[src/rtl/regfile_sb_if.sv]
// regfile_sb_if: register file read/write/claim/debug bus
interface regfile_sb_if #(parameter int XLEN = 32, parameter int AW = 5);
  logic [AW-1:0]   rs1, rs2, wd0_rd, wd1_rd, claim_rd, dbg_addr;
  logic [XLEN-1:0] rs1_dout, rs2_dout, wd0_din, wd1_din, dbg_dout;
  logic            rs1_busy, rs2_busy, we0, we1, claim_en, sb_err;
  modport master (
    output rs1, rs2, we0, wd0_rd, wd0_din, we1, wd1_rd, wd1_din, claim_en, claim_rd, dbg_addr,
    input  rs1_dout, rs2_dout, rs1_busy, rs2_busy, dbg_dout, sb_err
  );
  modport slave (
    input  rs1, rs2, we0, wd0_rd, wd0_din, we1, wd1_rd, wd1_din, claim_en, claim_rd, dbg_addr,
    output rs1_dout, rs2_dout, rs1_busy, rs2_busy, dbg_dout, sb_err
  );
endinterface

[src/rtl/regfile_sb.sv]
// regfile_sb: two-write-port register file with busy scoreboard; REGFILE_SB_BYPASS_EN enables same-cycle forwarding
module regfile_sb #(
  parameter int              XLEN    = 32,
  parameter int              NREG    = 32,
  parameter int              AW      = 5,
  parameter int              SP_IDX  = 2,
  parameter logic [XLEN-1:0] SP_INIT = 'h2ffc
) (
  input logic        clk,
  input logic        reset,
  regfile_sb_if.slave bus
);
`ifdef REGFILE_SB_BYPASS_EN
  localparam bit BYP = 1'b1;
`else
  localparam bit BYP = 1'b0;
`endif
  logic [XLEN-1:0] regs [NREG];
  logic [NREG-1:0] busy;
  logic            err;
  logic            wr0, wr1, clm, err_claim, err_wr1;
  assign wr0 = bus.we0 && bus.wd0_rd != '0;
  assign wr1 = bus.we1 && bus.wd1_rd != '0;
  assign clm = bus.claim_en && bus.claim_rd != '0;
  // a claim is only illegal if the register stays busy through this edge
  assign err_claim = clm && busy[bus.claim_rd] && !(wr1 && bus.wd1_rd == bus.claim_rd);
  assign err_wr1 = wr1 && !busy[bus.wd1_rd];
  // storage, scoreboard and sticky error; later assignments give port 1 and claims priority
  always_ff @(posedge clk) begin
    if (reset) begin
      for (int i = 0; i < NREG; i++)
        regs[i] <= (i != 0 && i == SP_IDX) ? SP_INIT : '0;
      busy <= '0;
      err  <= 1'b0;
    end else begin
      if (wr0) regs[bus.wd0_rd] <= bus.wd0_din;
      if (wr1) regs[bus.wd1_rd] <= bus.wd1_din;
      if (wr1) busy[bus.wd1_rd] <= 1'b0;
      if (clm) busy[bus.claim_rd] <= 1'b1;
      err <= err | err_claim | err_wr1;
    end
  end
  assign bus.rs1_dout = (BYP && wr1 && bus.wd1_rd == bus.rs1) ? bus.wd1_din :
                        (BYP && wr0 && bus.wd0_rd == bus.rs1) ? bus.wd0_din : regs[bus.rs1];
  assign bus.rs2_dout = (BYP && wr1 && bus.wd1_rd == bus.rs2) ? bus.wd1_din :
                        (BYP && wr0 && bus.wd0_rd == bus.rs2) ? bus.wd0_din : regs[bus.rs2];
  assign bus.rs1_busy = busy[bus.rs1] &&
                        !(BYP && wr1 && bus.wd1_rd == bus.rs1 && !(clm && bus.claim_rd == bus.rs1));
  assign bus.rs2_busy = busy[bus.rs2] &&
                        !(BYP && wr1 && bus.wd1_rd == bus.rs2 && !(clm && bus.claim_rd == bus.rs2));
  assign bus.dbg_dout = regs[bus.dbg_addr];
  assign bus.sb_err   = err;
endmodule

[src/flat_wrapper.sv]
// flat-port wrapper written by rule: the top's interface ports become plain ports
module regfile_sb_flat 
#(
  parameter int              XLEN    = 32,
  parameter int              NREG    = 32,
  parameter int              AW      = 5,
  parameter int              SP_IDX  = 2,
  parameter logic [XLEN-1:0] SP_INIT = 'h2ffc
)
  (clk, reset, bus_rs1, bus_rs2, bus_we0, bus_wd0_rd, bus_wd0_din, bus_we1, bus_wd1_rd, bus_wd1_din, bus_claim_en, bus_claim_rd, bus_dbg_addr, bus_rs1_dout, bus_rs2_dout, bus_rs1_busy, bus_rs2_busy, bus_dbg_dout, bus_sb_err);
  regfile_sb_if #(.XLEN(XLEN), .AW(AW)) bus_i ();
  input logic clk;
  input logic reset;
  input wire logic [$bits(bus_i.rs1)-1:0] bus_rs1;
  input wire logic [$bits(bus_i.rs2)-1:0] bus_rs2;
  input wire logic [$bits(bus_i.we0)-1:0] bus_we0;
  input wire logic [$bits(bus_i.wd0_rd)-1:0] bus_wd0_rd;
  input wire logic [$bits(bus_i.wd0_din)-1:0] bus_wd0_din;
  input wire logic [$bits(bus_i.we1)-1:0] bus_we1;
  input wire logic [$bits(bus_i.wd1_rd)-1:0] bus_wd1_rd;
  input wire logic [$bits(bus_i.wd1_din)-1:0] bus_wd1_din;
  input wire logic [$bits(bus_i.claim_en)-1:0] bus_claim_en;
  input wire logic [$bits(bus_i.claim_rd)-1:0] bus_claim_rd;
  input wire logic [$bits(bus_i.dbg_addr)-1:0] bus_dbg_addr;
  output wire logic [$bits(bus_i.rs1_dout)-1:0] bus_rs1_dout;
  output wire logic [$bits(bus_i.rs2_dout)-1:0] bus_rs2_dout;
  output wire logic [$bits(bus_i.rs1_busy)-1:0] bus_rs1_busy;
  output wire logic [$bits(bus_i.rs2_busy)-1:0] bus_rs2_busy;
  output wire logic [$bits(bus_i.dbg_dout)-1:0] bus_dbg_dout;
  output wire logic [$bits(bus_i.sb_err)-1:0] bus_sb_err;
  assign bus_i.rs1 = bus_rs1;
  assign bus_i.rs2 = bus_rs2;
  assign bus_i.we0 = bus_we0;
  assign bus_i.wd0_rd = bus_wd0_rd;
  assign bus_i.wd0_din = bus_wd0_din;
  assign bus_i.we1 = bus_we1;
  assign bus_i.wd1_rd = bus_wd1_rd;
  assign bus_i.wd1_din = bus_wd1_din;
  assign bus_i.claim_en = bus_claim_en;
  assign bus_i.claim_rd = bus_claim_rd;
  assign bus_i.dbg_addr = bus_dbg_addr;
  assign bus_rs1_dout = bus_i.rs1_dout;
  assign bus_rs2_dout = bus_i.rs2_dout;
  assign bus_rs1_busy = bus_i.rs1_busy;
  assign bus_rs2_busy = bus_i.rs2_busy;
  assign bus_dbg_dout = bus_i.dbg_dout;
  assign bus_sb_err = bus_i.sb_err;
  regfile_sb #(.XLEN(XLEN), .NREG(NREG), .AW(AW), .SP_IDX(SP_IDX), .SP_INIT(SP_INIT)) u_core (.clk(clk), .reset(reset), .bus(bus_i));
endmodule
[config.mk]
export PLATFORM = sky130hd
export DESIGN_NAME = regfile_sb_flat
export DESIGN_NICKNAME = d
export VERILOG_FILES = /design/src/rtl/regfile_sb_if.sv /design/src/rtl/regfile_sb.sv /design/src/flat_wrapper.sv
export SDC_FILE = /design/constraint.sdc
export NUM_CORES = 2
export LEC_CHECK = 0
export ABC_CLOCK_PERIOD_IN_PS = 8400
export BUFFER_PORTS_ARGS = -buffer_cell sky130_fd_sc_hd__buf_4
export CORE_MARGIN = 10
export CORE_UTILIZATION = 37
export DETAILED_ROUTE_END_ITERATION = 8
export HOLD_SLACK_MARGIN = 0.15
export PLACE_DENSITY = 0.56
export SLEW_MARGIN = 20
export SYNTH_ARGS = -nofsm -noshare
export SYNTH_HDL_FRONTEND = slang
export SYNTH_SLANG_ARGS = --single-unit
[constraint.sdc]
create_clock -name clk -period 8.4 [get_ports clk]
set_clock_uncertainty 0.15 [all_clocks]
set_input_delay 0.84 -clock clk [delete_from_list [all_inputs] [get_ports clk]]
set_output_delay 0.84 -clock clk [all_outputs]
set_load 0.02 [all_outputs]
# Word level (Yosys, flattened, before mapping)
# Memory sizes are Yosys's and may differ from the RTL's.
# Index checks and enable logic that the tools add are counted.
# word_totals
elab_cells	60
memories	1
input_bits	99
ff_bits	33
mem_bits_rw	1024
out_inout_bits	99
# classes
magnitude_cmp	6
eq_ne	1
n_mux	29
reduce_logical	16
n_bitwise	5
# mem_list
name	words	word_bits	rd	rd_clocked_by_memory_dff	wr	line	source
u_core.regs	32	32	3	0	32	regfile_sb.sv:18	logic [XLEN-1:0] regs [NREG];
# op_table
operator	n
32-bit two-way mux	5
32-bit OR reduction	2
32-bit AND	1
32-bit NOT	1
32-bit OR	1
5-bit by 6-bit < comparator with 1-bit output, second input constant	4
1-bit binary-select mux with 5-bit select	4
1-bit two-way mux	16
5-bit nonzero test	3
1-bit demux with 5-bit select	2
5-bit by 1-bit >= comparator with 1-bit output, second input constant	2
5-bit two-way mux	2
1-bit logical AND	9
5-bit == test	1
1-bit logical NOT	2
1-bit OR	2

# Logic depth before layout (Yosys ltp)
# depth
ltp_word	10
depth_mapped	8
ltp_nobuf	5

# Worst setup path after synthesis
# OpenSTA, ideal clock, no wires.
# synth_path
path_type	input port to flip-flop
startpoint	input port bus_wd0_rd[2]
endpoint	memory u_core.regs[4][0] (enable)
cell_stages	6
path_slack_ps	3751
setup_ps	466
n_path_buf	3
t_required_ps	7784
t_arrival_ps	4033
path_cell_list	buf_2 -> nor3_1 -> or3b_1 -> clkbuf_1 -> buf_2 -> o21ai_0
# synth_lines
element	line	source
from (decl)	flat_wrapper.sv:17	input wire logic [$bits(bus_i.wd0_rd)-1:0] bus_wd0_rd;
to (decl)	regfile_sb.sv:18	

# Worst setup path in the final report
# layout_path
startpoint	input port bus_rs1[0]
endpoint	output port bus_rs1_dout[23]
# layout_via
elab_chain_cells	1
# layout_lines
element	line	source
from (decl)	flat_wrapper.sv:14	input wire logic [$bits(bus_i.rs1)-1:0] bus_rs1;
memory 32 x 32 bit	n/a	
to (decl)	flat_wrapper.sv:25	output wire logic [$bits(bus_i.rs1_dout)-1:0] bus_rs1_dout;
# No other way between the ends.

==> metrics.md <==
| Metric | Value |
|---|---|
| Status | complete, no violations |
| Die area | 0.202 sq mm |
| R2r startpoint | u_core.busy[17] |
| Pre-CTS setup slack | 3.42 ns |
| WHS Endpoint | u_core.busy[4] |
| Worst r2r dst | u_core.bus.sb_err |
| DP Wirelength | 165,000 um |
| Crit-path leading delay family | multiplexers |
| Clock share of power | 38.1% |
| Worst path arrival time | 3.99 ns |
| Gate power share | 18.1% |
| GRT overflow | 0 |
| Reg clk slew, reported paths | 0.06 ns |
| Initial Util | 37.2% |
| Sequential element share of the synthesized area | 46.1% |
| Die Y | 449 um |
| Row count | 157 |
| CTS Sinks | 1,057 |
| Fin. Hold Viols | 0 |
| Largest net degree at the start of global routing | 111 |
| Number of max-cap violations | 0 |
| Pint | 0.0104 W |
| Die W | 449 um |
| I/O pins | 198 |
| Slew at the pin with the worst max-slew slack | 1.25 ns |
| Hold-fix buffers, CTS | 0 |
| CP Launch Type | input port |
| Most frequent cells in the layout | 1,024 x edfxtp_1, 987 x mux4_2, 984 x a22o_1, 322 x buf_4, 117 x clkbuf_16 |
| Main synth FF type | edfxtp_1 |
| Fin crit period | 4.98 ns |
| Core Area | 0.183 sq mm |
| Commonest non-fill, non-tap cell in the layout | edfxtp_1 |
| Cell count after placement | 6,301 |
| Clk buf depth | 3 |
| Flop-to-flop setup slack | 6.50 ns |
| Slowest stage delay, CP | 0.59 ns |
| Async SR Flop Fraction | 0% |
| Min Hold Slack | 0.342 ns |
| FMAX | 201 MHz |
| Antenna violations before repair | 27 |
| Avg Inst Size Synth | 16.5 sq um |
| Worst-path fanout max | 70 |
| Synth unique cells | 50 |
| Pwr Density | 190 mW/mm^2 |
| Worst r2r path cells | 5 |
| Cell Area, Synth | 0.0681 sq mm |
| Hold Startpoint | bus_we1 |
| Vias/cell | 7.65 |
| Vias in the first global route | 49,000 |
| Slowest-stage cell, CP | mux4_2 |
| Pre-Repair DR Iteration Count | 6 |
| Max Slew Vio Count | 0 |
| DRC Markers | 0 |
| Synth warnings | 0 |
| CP bufs+invs | 3 |
| Final setup margin | 3.42 ns |
| Clock Latency Late Sink | 0.76 ns |
| Filler cell count | 16,400 |
| Sw frac | 28.0% |
| H-Tree Depth | 3 |
| Final layout net count | 4,056 |
| Setup_tns | 0 ns |
| CTS tree | done |
| CP Capture Type | primary output |
| Setup Buffers After CTS | 0 |
| Final std cells w/o fill | 6,543 |
| Num CTS Buffers | 117 |
| Number of flops mapped to enable cells by yosys | 1,024 |
| Hold path cells | 4 |
| # setup viols final | 0 |
| Synth Instances | 4,123 |
| Clock root cell | clkbuf_16 |
| Peak VDD IR | 0.000175 V |
| Critical Path Stages | 6 |
| Yosys reg bits | 1,057 |
| Initial drt markers | 8,782 |
| First-pass GRT wire length | 418,000 um |
| Final RePlAce weighted congestion | 0.842 |
| WP data required | 7.41 ns |
| Share of cells above drive strength 1 | 41.9% |
| Psw | 0.00406 W |
| Post-DR wirelength/cell | 47.2 um |
| Final period util | 59.3% |
| Min-delay worst type | input port to flop |
| Worst-path cell chain | buf_8 > buf_12 > mux4_2 > mux4_2 > mux2_2 > buf_4 |
| Reg power frac | 43.7% |
| Port bufs | 197 |
| Post-CTS Resized | 0 |
| Final wirelength | 309,000 um |
| GRT Total Usage | 29.5% |
| WS Path Type | input port to primary output |
| RSZ-0062 raised after global routing | no |
| Area grow syn2layout | 11.8% |
| Crit path top cell by count | mux4_2 |
| Via count | 50,000 |
| Final antenna-violating net count | 0 |
| Slew HR | 16.6% |
| Lkg Pwr | 24.3 nW |
-- state kept, by name, indices dropped and copies added (netlist names) --
name,cells
u_core.regs,1024
u_core.busy,32
u_core.bus.sb_err,1
-- through the flow --
stage	util, %	instance area (sq um)	power (W)
after floorplan	-	68200	0.00800
after global placement	39.4	72100	0.00899
after detailed placement	39.4	72100	0.00901
after CTS	41.5	76000	0.0145
after global routing	41.6	76100	0.0148
final	41.6	76100	0.0145
-- tightest hold or removal path, stage by stage --
cell     delay, ns
buf_4         0.16
nand2_1       0.08
a22oi_1       0.06
nor2_1        0.08
-- per-layer routing --
| layer | share of wire (%) | GRT usage, % | up-vias |
|---|---|---|---|
| met4 | 6.7 | 16.8 | 16 |
| met5 | 0.043 | 0.166 | - |
| met1 | 36 | 38.1 | 26400 |
| li1 | - | - | 17900 |
| met2 | 44 | 43.9 | 4689 |
| met3 | 14 | 9.14 | 996 |
-- final cells by class --
cell class	count	area [sq um]	share of cell area, %
Clock buffer	137	3000	3.94
Tap cell	2464	3080	4.05
Antenna cell	20	50.0	0.0657
Sequential cell	1057	31400	41.3
Clock inverter	84	980	1.29
Timing Repair Buffer	342	2770	3.64
Multi-Input combinational cell	2433	34800	45.7
Inverter	6	22.5	0.0296
-- power by group through the flow --
stage	clock network, W	logic (W)	registers, W
finish	0.00553	0.00263	0.00634
detailed placement	0	0.00258	0.00643
CTS	0.00554	0.00259	0.00632
global route	0.00573	0.00267	0.00637
global placement	0	0.00258	0.00641
floorplan	0	0.00165	0.00636
-- cell families after synthesis --
family	count (synthesis)	share of synthesized area, %
compound gates	1097	13.7
xor+xnor	4	0.0514
buf+inv	664	4.14
flops	1057	46.1
mux	1102	34.5
other cells	1	0.00551
simple gates	198	1.44
-- synthesized netlist by cell type, drive strengths merged (2+ instances only) --
cell | number | area, sq um
a21oi | 31 | 155
a22o | 984 | 8620
and2 | 3 | 18.8
buf | 194 | 1060
clkbuf | 464 | 1740
dfxtp | 33 | 661
edfxtp | 1024 | 30700
inv | 6 | 22.5
mux2 | 101 | 1140
mux2i | 14 | 140
mux4 | 987 | 22200
nand2 | 48 | 180
nand2b | 3 | 18.8
nand3 | 12 | 65.1
nand3b | 9 | 67.6
nor2 | 52 | 195
nor2b | 9 | 56.3
nor3 | 43 | 230
nor3b | 2 | 20.0
nor4 | 2 | 12.5
o21ai | 37 | 185
o221ai | 23 | 201
o22a | 11 | 96.3
o22ai | 2 | 12.5
or2 | 2 | 12.5
or3 | 2 | 12.5
or3b | 5 | 43.8
or4 | 2 | 15.0
xnor2 | 4 | 35.0
-- how the worst max path moves through the flow --
stage / from / slack [ns] / endpoint
after global placement: bus_rs1[0] / 3.43 / bus_rs1_dout[22]
final: bus_rs1[0] / 3.42 / bus_rs1_dout[23]
after CTS: bus_rs1[0] / 3.43 / bus_rs1_dout[22]
after detailed placement: bus_rs1[0] / 3.42 / bus_rs1_dout[22]
after floorplan: bus_wd0_rd[2] / 3.75 / u_core.regs[4][0]
after global routing: bus_rs1[0] / 3.31 / bus_rs1_dout[22]
(Power assumes the default switching activity.)
